==> src/rtl/jtdd_irqctl.sv <==
// jtdd_irqctl: parametrised 6809 interrupt controller.
// Edge/level capture, pending latch, mask, routing to nNMI/nFIRQ/nIRQ.
//
// Ports:
//   clk, rstn        clock, async active-low reset
//   cen              CPU clock enable, qualifies register writes
//   irq_in[CH]       raw interrupt sources
//   clr[CH]          hardware clear strobes from the address decoder
//   pause            blocks capture on PAUSE_MSK channels
//   cs/addr/rnw/din  CPU register port
//   dout             read data, 8'hFF when not selected
//   pending[CH]      pending bits
//   nIRQ/nFIRQ/nNMI  registered active-low interrupt lines
module jtdd_irqctl #(
    parameter int          CH        = 3,
    parameter logic [7:0]  EDGE      = 8'hFF,
    parameter logic [7:0]  POL       = 8'hFF,
    parameter logic [15:0] ROUTE     = 16'h0024,
    parameter logic [7:0]  MASK_RST  = 8'hFF,
    parameter logic [7:0]  PAUSE_MSK = 8'h04,
    parameter bit          SYNC      = 1'b0
) (
    input  logic          clk,
    input  logic          rstn,
    input  logic          cen,
    input  logic [CH-1:0] irq_in,
    input  logic [CH-1:0] clr,
    input  logic          pause,
    input  logic          cs,
    input  logic [1:0]    addr,
    input  logic          rnw,
    input  logic [7:0]    din,
    output logic [7:0]    dout,
    output logic [CH-1:0] pending,
    output logic          nIRQ,
    output logic          nFIRQ,
    output logic          nNMI
);

    localparam logic [CH-1:0] EDGE_C = EDGE[CH-1:0];
    localparam logic [CH-1:0] POL_C  = POL[CH-1:0];
    localparam logic [CH-1:0] PMSK_C = PAUSE_MSK[CH-1:0];
    localparam logic [CH-1:0] MRST_C = MASK_RST[CH-1:0];

    function automatic logic [CH-1:0] route_sel(input logic [1:0] code);
        logic [CH-1:0] r;
        r = '0;
        for (int i = 0; i < CH; i++)
            r[i] = (ROUTE[2*i +: 2] == code);
        return r;
    endfunction

    localparam logic [CH-1:0] RT_IRQ  = route_sel(2'd0);
    localparam logic [CH-1:0] RT_FIRQ = route_sel(2'd1);
    localparam logic [CH-1:0] RT_NMI  = route_sel(2'd2);

    logic [CH-1:0] raw_a;
    logic [CH-1:0] a;

    // Synchroniser works on the raw pin level, so it idles at ~POL.
    if (SYNC) begin : g_sync
        logic [CH-1:0] s1_q, s2_q;
        always_ff @(posedge clk or negedge rstn) begin
            if (!rstn) begin
                s1_q <= ~POL_C;
                s2_q <= ~POL_C;
            end else begin
                s1_q <= irq_in;
                s2_q <= s1_q;
            end
        end
        assign raw_a = s2_q;
    end else begin : g_nosync
        assign raw_a = irq_in;
    end

    // Normalise to active high.
    assign a = raw_a ^ ~POL_C;

    logic          wr;
    logic [CH-1:0] wclr;
    logic [CH-1:0] blk;
    logic [CH-1:0] evt;
    logic [CH-1:0] h_q;
    logic [CH-1:0] pend_q, pend_d;
    logic [CH-1:0] mask_q, mask_d;
    logic          nirq_q, nfirq_q, nnmi_q;
    logic [CH-1:0] act;

    assign wr   = cs & ~rnw & cen;
    assign wclr = (wr && addr == 2'd1) ? din[CH-1:0] : '0;
    assign blk  = {CH{pause}} & PMSK_C;
    assign evt  = a & ~h_q & ~blk;

    // Edge: new event beats any clear in the same cycle.
    // Level: pending simply follows the qualified input.
    assign pend_d = (EDGE_C & ((pend_q & ~(clr | wclr)) | evt))
                  | (~EDGE_C & a & ~blk);

    assign mask_d = (wr && addr == 2'd0) ? din[CH-1:0] : mask_q;

    assign act = pend_q & mask_q;

    // History is kept normalised, so the inactive level is 0.
    always_ff @(posedge clk or negedge rstn) begin
        if (!rstn) begin
            h_q     <= '0;
            pend_q  <= '0;
            mask_q  <= MRST_C;
            nirq_q  <= 1'b1;
            nfirq_q <= 1'b1;
            nnmi_q  <= 1'b1;
        end else begin
            h_q     <= a;
            pend_q  <= pend_d;
            mask_q  <= mask_d;
            nirq_q  <= ~|(act & RT_IRQ);
            nfirq_q <= ~|(act & RT_FIRQ);
            nnmi_q  <= ~|(act & RT_NMI);
        end
    end

    logic [7:0] rd;

    always_comb begin
        rd = 8'h00;
        unique case (addr)
            2'd0: rd[CH-1:0] = mask_q;
            2'd1: rd[CH-1:0] = pend_q;
            2'd2: rd[CH-1:0] = a;
            2'd3: rd = 8'(CH - 1);
            default: rd = 8'h00;
        endcase
    end

    logic unused_din;
    assign unused_din = ^din;

    assign dout    = cs ? rd : 8'hFF;
    assign pending = pend_q;
    assign nIRQ    = nirq_q;
    assign nFIRQ   = nfirq_q;
    assign nNMI    = nnmi_q;

endmodule
==> config.mk <==
export PLATFORM = sky130hd
export DESIGN_NAME = jtdd_irqctl
export DESIGN_NICKNAME = d
export VERILOG_FILES = /design/src/rtl/jtdd_irqctl.sv
export SDC_FILE = /design/constraint.sdc
export NUM_CORES = 1
export LEC_CHECK = 0
export CAP_MARGIN = 10
export CORE_ASPECT_RATIO = 1.1
export CORE_MARGIN = 2
export CORE_UTILIZATION = 31
export DETAILED_ROUTE_END_ITERATION = 10
export GPL_ROUTABILITY_DRIVEN = 0
export HOLD_SLACK_MARGIN = 0.12
export PLACE_DENSITY_LB_ADDON = 0.25
export SLEW_MARGIN = 10
export SYNTH_ARGS = -nofsm -noshare
export SYNTH_HDL_FRONTEND = slang
export SYNTH_SLANG_ARGS = --single-unit
export TNS_END_PERCENT = 30
==> constraint.sdc <==
create_clock -name clk -period 1.4 [get_ports clk]
set_clock_uncertainty 0.05 [all_clocks]
set_input_delay 0.21 -clock clk [delete_from_list [all_inputs] [get_ports clk]]
set_output_delay 0.21 -clock clk [all_outputs]
set_load 0.02 [all_outputs]
==> run metrics <==
slack of the critical path -0.145 ns; crit path max fanout 2; DR WL met3 78 um; Mapped Nets 75; Avg Cell Area, Syn 11.2 sq um; TritonCTS clock tree yes; Worst slew margin approximately 77%; fmax approximately 650 MHz; GRT Residual Overflow 0; Tcrit/Tclk final 110%; Detailed Routing Iterations Pass 1 4; Worst path max stage delay about 0.54 ns; Ys Warns 0; via-per-instance ratio between 4 and 5; gr usage total between 10% and 20%; top sig layer met4; Core Rows 16; antenna fix cells 0; Leak 0.436 nW; most frequent cells in the layout 14 x clkdlybuf4s50_1, 13 x buf_4, 10 x nand2_1, 9 x dlygate4sd2_1; Critical-path top delay cell dfstp_2; DP Area between 900 and 1000 sq um; hold slack 0.217 ns; drc violations 0; pwr dens between 900 and 1000 nW/um^2; startpoint types flip-flop; Finished Cell Area about 970 sq um; Netlist Area Pre-Place around 600 sq um; critical path, cell by cell nor2b_4, a211oi_1, o21ai_1, buf_4; Area Growth Syn to Fin 63.8%; WP data required ~1.1 ns; Num CTS Buffers 3; Slew Viols, Final 0; Setup TNS Final -0.314 ns; min-delay worst type input port to asynchronous set/reset pin; Yosys cell types 14; maxcap violations 0; global-route wire length before repair 2390 um; vias in the first global route about 540; Starting Density between 30% and 40%; clk sink count 12; routed len/inst around 13 um; Synth Register Bits 12; Power, Total between 0.9 and 1 mW; Fillers 176; RSZ-0062 raised after global routing true; commonest non-fill, non-tap cell in the layout clkdlybuf4s50_1; die width 45.7 um; met1 WL 604 um; PortBufs 30; Post CTS Setup Buffer Count 0; Post-Route WL about 1400 um; final setup fails 3; dpl cells 106; Final min period ~1.5 ns; Final #Nets 115; cells after synthesis 53; HPWL after DPL between 1000 and 1500 um; sequential cell area fraction in the yosys report around 52%; Longest Clk Path Bufs 2; clk slew on worst S/H paths ~0.08 ns; Layout Cells excl Fill between 100 and 150; outcome complete, but fails checks; final hold viol count 0; CTS Root Cell clkbuf_4; crit end category output port; critical path class flip-flop to output port; WL met2 around 700 um; Core Box Area 1780 sq um; die area roughly 2300 sq um; violated checks negative setup slack; IO Pins 36; Worst-Margin Slew 0.341 ns; total number of vias ~500; Chip Height about 50 um; Clock Latency Late Sink ~0.27 ns; largest net degree at the start of global routing 13; Data arrival, critical path about 1.3 ns; H-tree depth 1; post-route ant nets 0; initial antenna violation count 0; Initial DRC Count 5; Max IR drop VDD around 740 uV; r2r setup slk 0.43 ns; layout cells sized above 1 about a third
-- per-layer routing --
layer / vias to the layer above / global-route usage (%)
met2: 19 / 22.5
met1: 234 / 19.4
met5: - / 0
met4: 0 / 5.88
li1: 250 / -
met3: 2 / 2.56
-- where the power goes --
| part | leakage, nW | internal, mW | switching [mW] |
|---|---|---|---|
| clock network | 0.0150 | 0.110 | 0.113 |
| logic | 0.286 | 0.168 | 0.124 |
| registers | 0.135 | 0.410 | 0.0192 |
-- repair_timing --
| item | in CTS | in global routing |
|---|---|---|
| hold buffers | 0 | 0 |
| pin swaps | 1 | 0 |
| gates resized for setup | 30 | 4 |
| setup endpoints to repair | 14 | 7 |
-- Yosys cell counts --
| library cell | n | area (sq um) |
|---|---|---|
| mux2_4 | 3 | 45.0 |
| nand2_1 | 10 | 37.5 |
| nand4bb_4 | 1 | 27.5 |
| o211ai_1 | 2 | 15.0 |
| nor2_4 | 1 | 11.3 |
| nor2b_1 | 6 | 37.5 |
| a211oi_1 | 1 | 7.51 |
| dfrtp_1 | 6 | 150 |
| mux2i_1 | 2 | 20.0 |
| buf_4 | 5 | 37.5 |
| dfstp_2 | 6 | 158 |
| inv_1 | 3 | 11.3 |
| o21ai_1 | 6 | 30.0 |
| nor2_1 | 1 | 3.75 |
-- cell type report --
| cell class | count | area (sq um) | share of cell area [%] |
|---|---|---|---|
| clock buffers | 4 | 26.3 | 2.71 |
| flip-flops and latches | 12 | 308 | 31.7 |
| well taps | 18 | 22.5 | 2.32 |
| inverters | 3 | 11.3 | 1.16 |
| repair buffers | 40 | 357 | 36.8 |
| multi-input cells | 33 | 245 | 25.3 |
-- kinds of logic after synthesis --
group | count (synthesis) | synth area share (%)
buf+inv | 8 | 8.25
mux | 5 | 11.0
flops | 12 | 52.0
simple gates | 19 | 19.9
compound gates | 9 | 8.88
-- through the flow --
step           setup slack (ns)  util (%)
6_report                 -0.145      54.4
2_1_floorplan             0.118         -
3_5_place_dp             -0.684      53.4
4_1_cts                  -0.155      54.1
3_3_place_gp             -0.656      53.4
5_1_grt                  -0.219      54.4
-- final timing paths --
kind | startpoint | endpoint | cells past startpoint
worst max-delay path | mask_q[1] | dout[1] | 4
worst min-delay path | rstn | h_q[1] | 2
worst max register to register | pending[0] | pending[0] | 4
worst min register to register | h_q[1] | pending[1] | 1
max in group asynchronous | rstn | nNMI | 2
min in group clk | h_q[1] | pending[1] | 1
-- critical path: cells and delay by family (launching register included) --
kind | cells | cell delay [ns]
flip-flops | 1 | 0.54
AO/OA/AOI/OAI | 2 | 0.19
buffers and inverters | 1 | 0.15
AND/OR/NAND/NOR | 1 | 0.13
-- sequential cells by signal, summed over array words and instances, names as in the netlist --
| signal | flops |
|---|---|
| pending | 3 |
| nNMI | 1 |
| nIRQ | 1 |
| h_q | 3 |
| mask_q | 3 |
| nFIRQ | 1 |
Power figures use the tool's default switching activity.
